==> src/rtl/reorder_buffer_if.sv <==
// Signal bundle between the reorder buffer and its neighbours: decoder/issue,
// CDB, operand queries, regfile commit port, store-commit and flush.
interface reorder_buffer_if #(
    parameter int ROB_ID_W = 4
);
    logic                dec_valid;
    logic [1:0]          dec_type;
    logic [4:0]          dec_rd;
    logic                dec_pred_taken;
    logic                rob_full;
    logic [ROB_ID_W-1:0] rob_next_id;

    logic                cdb_valid;
    logic [ROB_ID_W-1:0] cdb_rob_id;
    logic [31:0]         cdb_value;
    logic                cdb_taken;
    logic [31:0]         cdb_target;

    logic [ROB_ID_W-1:0] qry_id_a;
    logic [ROB_ID_W-1:0] qry_id_b;
    logic                qry_ready_a;
    logic                qry_ready_b;
    logic [31:0]         qry_value_a;
    logic [31:0]         qry_value_b;

    logic                to_rf_write_en;
    logic [4:0]          to_rf_reg_id;
    logic [31:0]         to_rf_data;
    logic [ROB_ID_W-1:0] to_rf_rob_id;
    logic                to_lsb_store_commit;
    logic                flush_out;
    logic [31:0]         flush_pc;

    modport master (
        output dec_valid, dec_type, dec_rd, dec_pred_taken,
        output cdb_valid, cdb_rob_id, cdb_value, cdb_taken, cdb_target,
        output qry_id_a, qry_id_b,
        input  rob_full, rob_next_id, qry_ready_a, qry_ready_b, qry_value_a, qry_value_b,
        input  to_rf_write_en, to_rf_reg_id, to_rf_data, to_rf_rob_id,
        input  to_lsb_store_commit, flush_out, flush_pc
    );

    modport slave (
        input  dec_valid, dec_type, dec_rd, dec_pred_taken,
        input  cdb_valid, cdb_rob_id, cdb_value, cdb_taken, cdb_target,
        input  qry_id_a, qry_id_b,
        output rob_full, rob_next_id, qry_ready_a, qry_ready_b, qry_value_a, qry_value_b,
        output to_rf_write_en, to_rf_reg_id, to_rf_data, to_rf_rob_id,
        output to_lsb_store_commit, flush_out, flush_pc
    );
endinterface

==> src/rtl/reorder_buffer.sv <==
// Circular in-order reorder buffer with ids 1..2**ROB_ID_W-1 (id 0 = no producer).
// Define ROB_BYPASS_EN to forward a same-cycle CDB hit onto the operand queries.
module reorder_buffer #(
    parameter int ROB_ID_W = 4
) (
    input  logic             clk_in,
    input  logic             rst_in,
    reorder_buffer_if.slave  rob
);
    localparam int                  NUM   = 2 ** ROB_ID_W;
    localparam logic [ROB_ID_W-1:0] DEPTH = '1;
    localparam logic [ROB_ID_W-1:0] ONE   = {{(ROB_ID_W-1){1'b0}}, 1'b1};

    typedef enum logic [1:0] {
        T_REG    = 2'd0,
        T_BRANCH = 2'd1,
        T_STORE  = 2'd2,
        T_RSVD   = 2'd3
    } rob_type_e;

    logic [NUM-1:0]      valid_q, ready_q;
    rob_type_e           type_q   [NUM];
    logic [4:0]          rd_q     [NUM];
    logic                pred_q   [NUM];
    logic                taken_q  [NUM];
    logic [31:0]         value_q  [NUM];
    logic [31:0]         target_q [NUM];

    logic [ROB_ID_W-1:0] head_q, head_d, tail_q, tail_d, count_q, count_d;
    logic                full_q, flush_q;
    logic [31:0]         flush_pc_q;
    logic                rf_we_q, store_q;
    logic [4:0]          rf_reg_q;
    logic [31:0]         rf_data_q;
    logic [ROB_ID_W-1:0] rf_id_q;

    logic head_commit, mispredict, issue_fire, cdb_hit, reg_type;

    function automatic logic [ROB_ID_W-1:0] next_ptr(input logic [ROB_ID_W-1:0] p);
        return (p == DEPTH) ? ONE : p + ONE;
    endfunction

    // Commit looks only at pre-edge ready bits, so a CDB write never commits on its own edge.
    always_comb begin
        head_commit = valid_q[head_q] && ready_q[head_q];
        mispredict  = head_commit && (type_q[head_q] == T_BRANCH) &&
                      (taken_q[head_q] != pred_q[head_q]);
        reg_type    = (type_q[head_q] == T_REG) || (type_q[head_q] == T_RSVD);
        issue_fire  = rob.dec_valid && !full_q && !flush_q && !mispredict;
        cdb_hit     = rob.cdb_valid && !flush_q && (rob.cdb_rob_id != '0) &&
                      valid_q[rob.cdb_rob_id];
        head_d      = head_commit ? next_ptr(head_q) : head_q;
        tail_d      = issue_fire ? next_ptr(tail_q) : tail_q;
        unique case ({issue_fire, head_commit})
            2'b10:   count_d = count_q + ONE;
            2'b01:   count_d = count_q - ONE;
            default: count_d = count_q;
        endcase
        if (mispredict) begin
            head_d  = ONE;
            tail_d  = ONE;
            count_d = '0;
        end
    end

    always_ff @(posedge clk_in or negedge rst_in) begin
        if (!rst_in) begin
            head_q  <= ONE;
            tail_q  <= ONE;
            count_q <= '0;
            full_q  <= 1'b0;
            valid_q <= '0;
            ready_q <= '0;
        end else begin
            head_q  <= head_d;
            tail_q  <= tail_d;
            count_q <= count_d;
            full_q  <= (count_d == DEPTH);
            if (mispredict) begin
                valid_q <= '0;
                ready_q <= '0;
            end else begin
                if (head_commit) valid_q[head_q] <= 1'b0;
                if (cdb_hit) ready_q[rob.cdb_rob_id] <= 1'b1;
                if (issue_fire) begin
                    valid_q[tail_q] <= 1'b1;
                    ready_q[tail_q] <= 1'b0;
                end
            end
        end
    end

    always_ff @(posedge clk_in) begin
        if (issue_fire) begin
            type_q[tail_q] <= rob_type_e'(rob.dec_type);
            rd_q[tail_q]   <= rob.dec_rd;
            pred_q[tail_q] <= rob.dec_pred_taken;
        end
        if (cdb_hit) begin
            value_q[rob.cdb_rob_id]  <= rob.cdb_value;
            taken_q[rob.cdb_rob_id]  <= rob.cdb_taken;
            target_q[rob.cdb_rob_id] <= rob.cdb_target;
        end
    end

    always_ff @(posedge clk_in or negedge rst_in) begin
        if (!rst_in) begin
            rf_we_q    <= 1'b0;
            rf_reg_q   <= '0;
            rf_data_q  <= '0;
            rf_id_q    <= '0;
            store_q    <= 1'b0;
            flush_q    <= 1'b0;
            flush_pc_q <= '0;
        end else begin
            rf_we_q    <= head_commit && reg_type && (rd_q[head_q] != 5'd0);
            rf_reg_q   <= head_commit ? rd_q[head_q] : 5'd0;
            rf_data_q  <= head_commit ? value_q[head_q] : 32'd0;
            rf_id_q    <= head_commit ? head_q : '0;
            store_q    <= head_commit && (type_q[head_q] == T_STORE);
            flush_q    <= mispredict;
            flush_pc_q <= mispredict ? target_q[head_q] : 32'd0;
        end
    end

    always_comb begin
        rob.qry_ready_a = valid_q[rob.qry_id_a] && ready_q[rob.qry_id_a];
        rob.qry_value_a = rob.qry_ready_a ? value_q[rob.qry_id_a] : 32'd0;
        rob.qry_ready_b = valid_q[rob.qry_id_b] && ready_q[rob.qry_id_b];
        rob.qry_value_b = rob.qry_ready_b ? value_q[rob.qry_id_b] : 32'd0;
`ifdef ROB_BYPASS_EN
        if (rob.cdb_valid && (rob.cdb_rob_id == rob.qry_id_a) && (rob.qry_id_a != '0) &&
            valid_q[rob.qry_id_a]) begin
            rob.qry_ready_a = 1'b1;
            rob.qry_value_a = rob.cdb_value;
        end
        if (rob.cdb_valid && (rob.cdb_rob_id == rob.qry_id_b) && (rob.qry_id_b != '0) &&
            valid_q[rob.qry_id_b]) begin
            rob.qry_ready_b = 1'b1;
            rob.qry_value_b = rob.cdb_value;
        end
`else
        // Queries see registered state only; a CDB result shows up one cycle later.
`endif
    end

    assign rob.rob_full            = full_q;
    assign rob.rob_next_id         = tail_q;
    assign rob.to_rf_write_en      = rf_we_q;
    assign rob.to_rf_reg_id        = rf_reg_q;
    assign rob.to_rf_data          = rf_data_q;
    assign rob.to_rf_rob_id        = rf_id_q;
    assign rob.to_lsb_store_commit = store_q;
    assign rob.flush_out           = flush_q;
    assign rob.flush_pc            = flush_pc_q;
endmodule

==> src/flat_wrapper.sv <==
// flat-port wrapper written by rule: the top's interface ports become plain ports
module reorder_buffer_flat 
#(
    parameter int ROB_ID_W = 4
)
  (clk_in, rst_in, rob_dec_valid, rob_dec_type, rob_dec_rd, rob_dec_pred_taken, rob_cdb_valid, rob_cdb_rob_id, rob_cdb_value, rob_cdb_taken, rob_cdb_target, rob_qry_id_a, rob_qry_id_b, rob_rob_full, rob_rob_next_id, rob_qry_ready_a, rob_qry_ready_b, rob_qry_value_a, rob_qry_value_b, rob_to_rf_write_en, rob_to_rf_reg_id, rob_to_rf_data, rob_to_rf_rob_id, rob_to_lsb_store_commit, rob_flush_out, rob_flush_pc);
  reorder_buffer_if #(.ROB_ID_W(ROB_ID_W)) rob_i ();
  input  logic clk_in;
  input  logic rst_in;
  input wire logic [$bits(rob_i.dec_valid)-1:0] rob_dec_valid;
  input wire logic [$bits(rob_i.dec_type)-1:0] rob_dec_type;
  input wire logic [$bits(rob_i.dec_rd)-1:0] rob_dec_rd;
  input wire logic [$bits(rob_i.dec_pred_taken)-1:0] rob_dec_pred_taken;
  input wire logic [$bits(rob_i.cdb_valid)-1:0] rob_cdb_valid;
  input wire logic [$bits(rob_i.cdb_rob_id)-1:0] rob_cdb_rob_id;
  input wire logic [$bits(rob_i.cdb_value)-1:0] rob_cdb_value;
  input wire logic [$bits(rob_i.cdb_taken)-1:0] rob_cdb_taken;
  input wire logic [$bits(rob_i.cdb_target)-1:0] rob_cdb_target;
  input wire logic [$bits(rob_i.qry_id_a)-1:0] rob_qry_id_a;
  input wire logic [$bits(rob_i.qry_id_b)-1:0] rob_qry_id_b;
  output wire logic [$bits(rob_i.rob_full)-1:0] rob_rob_full;
  output wire logic [$bits(rob_i.rob_next_id)-1:0] rob_rob_next_id;
  output wire logic [$bits(rob_i.qry_ready_a)-1:0] rob_qry_ready_a;
  output wire logic [$bits(rob_i.qry_ready_b)-1:0] rob_qry_ready_b;
  output wire logic [$bits(rob_i.qry_value_a)-1:0] rob_qry_value_a;
  output wire logic [$bits(rob_i.qry_value_b)-1:0] rob_qry_value_b;
  output wire logic [$bits(rob_i.to_rf_write_en)-1:0] rob_to_rf_write_en;
  output wire logic [$bits(rob_i.to_rf_reg_id)-1:0] rob_to_rf_reg_id;
  output wire logic [$bits(rob_i.to_rf_data)-1:0] rob_to_rf_data;
  output wire logic [$bits(rob_i.to_rf_rob_id)-1:0] rob_to_rf_rob_id;
  output wire logic [$bits(rob_i.to_lsb_store_commit)-1:0] rob_to_lsb_store_commit;
  output wire logic [$bits(rob_i.flush_out)-1:0] rob_flush_out;
  output wire logic [$bits(rob_i.flush_pc)-1:0] rob_flush_pc;
  assign rob_i.dec_valid = rob_dec_valid;
  assign rob_i.dec_type = rob_dec_type;
  assign rob_i.dec_rd = rob_dec_rd;
  assign rob_i.dec_pred_taken = rob_dec_pred_taken;
  assign rob_i.cdb_valid = rob_cdb_valid;
  assign rob_i.cdb_rob_id = rob_cdb_rob_id;
  assign rob_i.cdb_value = rob_cdb_value;
  assign rob_i.cdb_taken = rob_cdb_taken;
  assign rob_i.cdb_target = rob_cdb_target;
  assign rob_i.qry_id_a = rob_qry_id_a;
  assign rob_i.qry_id_b = rob_qry_id_b;
  assign rob_rob_full = rob_i.rob_full;
  assign rob_rob_next_id = rob_i.rob_next_id;
  assign rob_qry_ready_a = rob_i.qry_ready_a;
  assign rob_qry_ready_b = rob_i.qry_ready_b;
  assign rob_qry_value_a = rob_i.qry_value_a;
  assign rob_qry_value_b = rob_i.qry_value_b;
  assign rob_to_rf_write_en = rob_i.to_rf_write_en;
  assign rob_to_rf_reg_id = rob_i.to_rf_reg_id;
  assign rob_to_rf_data = rob_i.to_rf_data;
  assign rob_to_rf_rob_id = rob_i.to_rf_rob_id;
  assign rob_to_lsb_store_commit = rob_i.to_lsb_store_commit;
  assign rob_flush_out = rob_i.flush_out;
  assign rob_flush_pc = rob_i.flush_pc;
  reorder_buffer #(.ROB_ID_W(ROB_ID_W)) u_core (.clk_in(clk_in), .rst_in(rst_in), .rob(rob_i));
endmodule
==> config.mk <==
export PLATFORM = sky130hd
export DESIGN_NAME = reorder_buffer_flat
export DESIGN_NICKNAME = d
export VERILOG_FILES = /design/src/rtl/reorder_buffer_if.sv /design/src/rtl/reorder_buffer.sv /design/src/flat_wrapper.sv
export SDC_FILE = /design/constraint.sdc
export NUM_CORES = 2
export LEC_CHECK = 0
export ABC_CLOCK_PERIOD_IN_PS = 5280
export CAP_MARGIN = 0
export CORE_UTILIZATION = 38
export DETAILED_ROUTE_END_ITERATION = 7
export GPL_ROUTABILITY_DRIVEN = 0
export GPL_TIMING_DRIVEN = 0
export PLACE_DENSITY = 0.56
export SLEW_MARGIN = 10
export SYNTH_ARGS = -nofsm -noshare
export SYNTH_HDL_FRONTEND = slang
export SYNTH_SLANG_ARGS = --single-unit
export TNS_END_PERCENT = 20
==> constraint.sdc <==
create_clock -name clk_in -period 5.28 [get_ports clk_in]
set_clock_uncertainty 0.05 [all_clocks]
set_input_delay 0.528 -clock clk_in [delete_from_list [all_inputs] [get_ports clk_in]]
set_output_delay 0.528 -clock clk_in [all_outputs]
set_load 0.01 [all_outputs]
Word-level counts from Yosys, hierarchy flattened
Memories as Yosys holds them, arrays and structs flattened.
Cells that the tools add are included.
Widths: inputs -> output; s select.

cells by class
  add/subtract/negate cells = 4
  $lt $le $gt $ge = 8
  eq/ne operators = 9
  muxes and demuxes = 46
  bitwise operators = 6
  reduce and logical (&&, ||, !) cells = 26

operators with widths
  cell                 number
  $mux 16              8
  $mux 32              4
  $and 16x16->16       2
  $mux 4               8
  $not 16->16          2
  $or 16x16->16        2
  $bmux 1 s4           7
  $lt 4x5->1 const B   5
  $logic_and 1x1->1    17
  $mux 1               14
  $add 4x1->4 const B  3
  $demux 1 s4          3
  $eq 4x4->1 const B   3
  $ge 4x1->1 const B   3
  $pmux 4 s2           1
  $eq 2x2->1 const B   3
  $mux 5               1
  $reduce_bool 5->1    1
  $eq 2x1->1 const B   2
  $reduce_bool 2->1    2
  $reduce_bool 4->1    1
  $sub 4x1->4 const B  1
  $logic_not 1->1      3
  $logic_not 2->1      1
  other kinds (2)      2

storage, ports and cells
  register bits after elaboration = 121
  RAM bits = 1,168
  output and inout bits = 147
  logic and storage cells = 118
  memories kept = 6

memories
  name             depth  width  rd ports  clocked after Yosys merged registers in  wr ports  RTL line              text
  u_core.target_q  16     32     1         0                                        1         reorder_buffer.sv:27  logic [31:0] target_q [NUM];
  u_core.value_q   16     32     3         0                                        1         reorder_buffer.sv:26  logic [31:0] value_q [NUM];
  u_core.rd_q      16     5      1         0                                        1         reorder_buffer.sv:23  logic [4:0] rd_q [NUM];
  u_core.type_q    16     2      1         0                                        1         reorder_buffer.sv:22  rob_type_e type_q [NUM];
  u_core.pred_q    16     1      1         0                                        1         reorder_buffer.sv:24  logic pred_q [NUM];
  u_core.taken_q   16     1      1         0                                        1         reorder_buffer.sv:25  logic taken_q [NUM];

Longest topological paths before layout
  depth after elaboration = 11
  mapped depth = 21
  depth with buffers taken out = 16

Worst setup path before layout
No wires, ideal clock.

  path kind = input-to-reg
  from = input port rob_cdb_rob_id[0]
  to = memory u_core.taken_q[4], enable pin
  library setup time = 0.570 ns
  arrival time = 5.634 ns
  required time = 4.660 ns
  path slack = -0.973 ns
  stages = 4
  path buffers = 1
  cell sequence = clkbuf_1 mux4_2 nand3_1 nor3_1

on the way
  longest elaborated chain between the ends = 5

ends and longest elaborated chain
  what                                                               RTL line                                    text
  from (decl)                                                        flat_wrapper.sv:15                          input wire logic [$bits(rob_i.cdb_rob_id)-1:0] rob_cdb_rob_id;
  $bmux 1 s4 or $reduce_bool 4->1 (tied branches)                    reorder_buffer.sv:51, reorder_buffer.sv:50
  $mux 1 (implied by the code) or $logic_and 1x1->1 (tied branches)  reorder_buffer.sv:51, reorder_buffer.sv:50
  $logic_and 1x1->1                                                  reorder_buffer.sv:50                        cdb_hit = rob.cdb_valid && !flush_q && (rob.cdb_rob_id != '0) &&
  $mux 1                                                             reorder_buffer.sv:99                        if (cdb_hit) begin
  $mux 1 (implied by the code)                                       reorder_buffer.sv:101                       taken_q[rob.cdb_rob_id] <= rob.cdb_taken;
  to (decl)                                                          reorder_buffer.sv:25

Several ways; a longest one is shown, not always the timed one. The select of a mux whose other input is x is not followed.

Final worst setup path
  from = input port rob_qry_id_a[0]
  to = output port rob_qry_value_a[2]

on the way
  longest elaborated chain between the ends = 4

ends and longest elaborated chain
  what                          RTL line               text
  from (decl)                   flat_wrapper.sv:19     input wire logic [$bits(rob_i.qry_id_a)-1:0] rob_qry_id_a;
  $bmux 1 s4                    reorder_buffer.sv:127  rob.qry_ready_a = valid_q[rob.qry_id_a] && ready_q[rob.qry_id_a];
  $mux 1 (implied by the code)  reorder_buffer.sv:127
  $logic_and 1x1->1             reorder_buffer.sv:127
  $mux 32 (*)                   reorder_buffer.sv:128  rob.qry_value_a = rob.qry_ready_a ? value_q[rob.qry_id_a] : 32'd0;
  to (decl)                     flat_wrapper.sv:25     output wire logic [$bits(rob_i.qry_value_a)-1:0] rob_qry_value_a;

Every way passes the cells marked *; elsewhere a longest branch is shown, timed or not. The select of a mux whose other input is x is not followed.

==> reports/qor.txt <==
post-synth top area cell -> edfxtp_1
Slew @ Worst Pin -> 1.32 ns
Top Layer Used -> met5
share of post-route cells with drive strength above 1 -> 34.4%
Total Power -> 24.2 mW
status -> finished, violations left
Synth Instances -> 2567
crit path DAT -> 4.70 ns
routed wire length -> 178 mm
origin of the critical flop-to-flop path -> u_core.head_q[0]
fraction of registers with async set or reset after synthesis -> 9.39%
post-synth top area share -> 61.6%
syn avg cell area -> 22.2 um2
CTS tree -> done
dpl cells -> 4866
Top Ports -> 236
clock-pin transition on the worst setup and hold timing paths -> 0.06 ns
#FFs+latches synth -> 1289
Tmin final -> 5.28 ns
failing checks -> negative setup slack
Core Util, Final -> 46.1%
post-synthesis cell type count -> 49
clock latency on the worst-skew pair -> 0.79 ns
gr ovfl total -> 0
remaining antenna violation count -> 0
final worst-path setup slack -> -0.00135 ns
CP endpoint kind -> output port
Final Hold Vio Count -> 0
Post-synth EDFFs -> 1168
Root Buffer -> clkbuf_16
initial drt markers -> 3767
Fill cells -> 12300
Final Net Count -> 3180
critical path required time -> 4.70 ns
max-cap violations -> 0
IO Port Bufs -> 227
DP HPWL -> 120 mm
initial antenna violation count -> 30
Vias per Instance -> 6.05
Post-synth top flop -> edfxtp_1
Setup Viol. Count Final -> 1
worst setup path class -> input port to output port
VDD IR max -> 0.328 mV
Slew headroom -> 12.1%
post-route insts no fill -> 5134
Yosys warning total -> 0
top-count cell post-synth -> edfxtp_1
TNS Setup -> -0.00135 ns
CP Max Fanout -> 10
fmax -> 189 MHz
Post-synth top cells -> 1168 x edfxtp_1, 686 x mux4_2, 119 x dfrtp_1
drt drc -> 0
Placement Rows -> 141
startpoint types -> input port
crit path from -> rob_qry_id_a[0]
Seq/Total Area, Yosys -> 66.9%
global-route wire length before repair -> 248 mm
largest net degree at the start of global routing -> 85
First-pass DRT Iterations -> 5
vias in the first global route -> 32200
Die W -> 389 um
GR Util All Layers -> 23.7%
count of pins over their slew limit -> 0
crit share post-route -> 100%
cts bufs inserted -> 142
RSZ-0062 raised after global routing -> true
synth top area cells -> edfxtp_1 62%, mux4_2 27%, dfrtp_1 5.2%
static leakage -> 21.6 nW
initial core utilization -> 38.4%
drt wl/cell -> 34.7 um
Post-DP Area -> 0.0634 mm2
H-Tree Depth -> 4
WL met2 -> 86.6 mm
Post-Syn Area -> 0.0570 mm2
CTS max path bufs -> 3
design area -> 0.0683 mm2
HP Class -> input port to async pin
M1 WL -> 68.9 mm
CTS Sinks -> 1289
met3 wire length -> 16.3 mm
DR vias -> 31100
Core ar. -> 0.148 mm2
die height -> 389 um
die area -> 0.151 mm2
Area Overhead vs Synth -> 19.9%
PD cells -> 354 mW/mm2
==> what timing repair did <==
item | in CTS | in global routing
hold buffers | 1 | 0
endpoints found under the setup margin | 230 | 37
buffers inserted | 0 | 0
gates resized for setup | 19 | 5
endpoints found under the hold margin | 37 | 0
==> routing by layer <==
metal / GRT usage, % / vias up
li1: - / 12100
met1: 31.2 / 16800
met2: 38.4 / 1763
met3: 5.74 / 385
met4: 8.24 / 28
met5: 0 / -
==> layout make-up <==
cell class / count / area, um2 / share of cell area (%)
inverter: 16 / 60.1 / 0.0879
clock buffer: 192 / 3970 / 5.81
buffer: 183 / 847 / 1.24
sequential: 1289 / 38100 / 55.8
timing repair buffer: 309 / 3740 / 5.47
antenna: 9 / 22.5 / 0.0330
clock inverter: 69 / 805 / 1.18
multi-input combinational: 1137 / 18400 / 26.9
tap: 1930 / 2410 / 3.54
==> path summary, 6_finish.rpt <==
| check | to | slack (ns) | cells past startpoint |
|---|---|---|---|
| max in group asynchronous | u_core.rob.flush_pc[8] | 4.10 | 3 |
| worst min-delay path | u_core.rob.to_rf_data[8] | 0.20 | 2 |
| worst max-delay path | rob_qry_value_a[2] | -0.001 | 9 |
| min in group clk_in | u_core.ready_q[0] | 0.48 | 1 |
| worst min register to register | u_core.ready_q[0] | 0.48 | 1 |
| worst max register to register | u_core.rob.rob_full | 0.25 | 16 |
==> worst max-delay path: stages <==
cell             delay [ns]
clkbuf_1               0.58
buf_2                  0.61
buf_2                  0.60
mux2_2                 0.27
nor2_1                 0.04
a21oi_2                0.50
clkbuf_1               0.65
nor2b_1                0.32
clkdlybuf4s50_1        0.57
==> power breakdown <==
group          leakage, nW  switching (mW)  internal [mW]  total (mW)
Clock                 2.32            4.15           5.95        10.1
Sequential            12.2           0.157           11.5        11.6
Combinational         7.16            1.41           1.07        2.47
==> sequential cells by signal (all words and copies together) (netlist names), 5 cells and up <==
register / flops
u_core.type_q: 32
u_core.rob.flush_pc: 32
u_core.ready_q: 16
u_core.rob.to_rf_reg_id: 5
u_core.value_q: 512
u_core.rob.to_rf_data: 32
u_core.valid_q: 16
u_core.rd_q: 80
u_core.taken_q: 16
u_core.target_q: 512
u_core.pred_q: 16
==> stage by stage <==
stage / setup slack (ns) / hold slack (ns)
floorplan: -0.807 / 0.182
global placement: -9.40 / 0.453
detailed placement: -1.65 / 0.401
CTS: 0.0111 / 0.177
global route: -0.00905 / 0.204
finish: -0.00135 / 0.196
==> cells in the final DEF (no fill, tap or decap), drive strengths merged, types with 4 or more instances in the layout <==
cell type and instances:
clkdlybuf4s50 226, and2 33, o21ai 35, dfrtp 119, nor2 56, xnor2 4, nand2 29, buf 156
edfxtp 1168, nor3 5, clkinvlp 4, mux4 697, nand2b 5, diode 9, nand4 7, clkinv 44
nand3 18, conb 65, nor2b 107, bufinv 13, clkbuf 301, a21oi 22, inv 24, mux2i 6
xor2 4, ha 13
==> cells by family after synthesis <==
| kind of cell | share of synthesized area (%) |
|---|---|
| flops | 66.9 |
| mux | 27.8 |
| simple gates | 2.64 |
| buf+inv | 1.57 |
| compound gates | 0.745 |
| fa+ha+maj | 0.286 |
| xor+xnor | 0.123 |
| other cells | 0.00658 |
(Power assumes the default switching activity.)
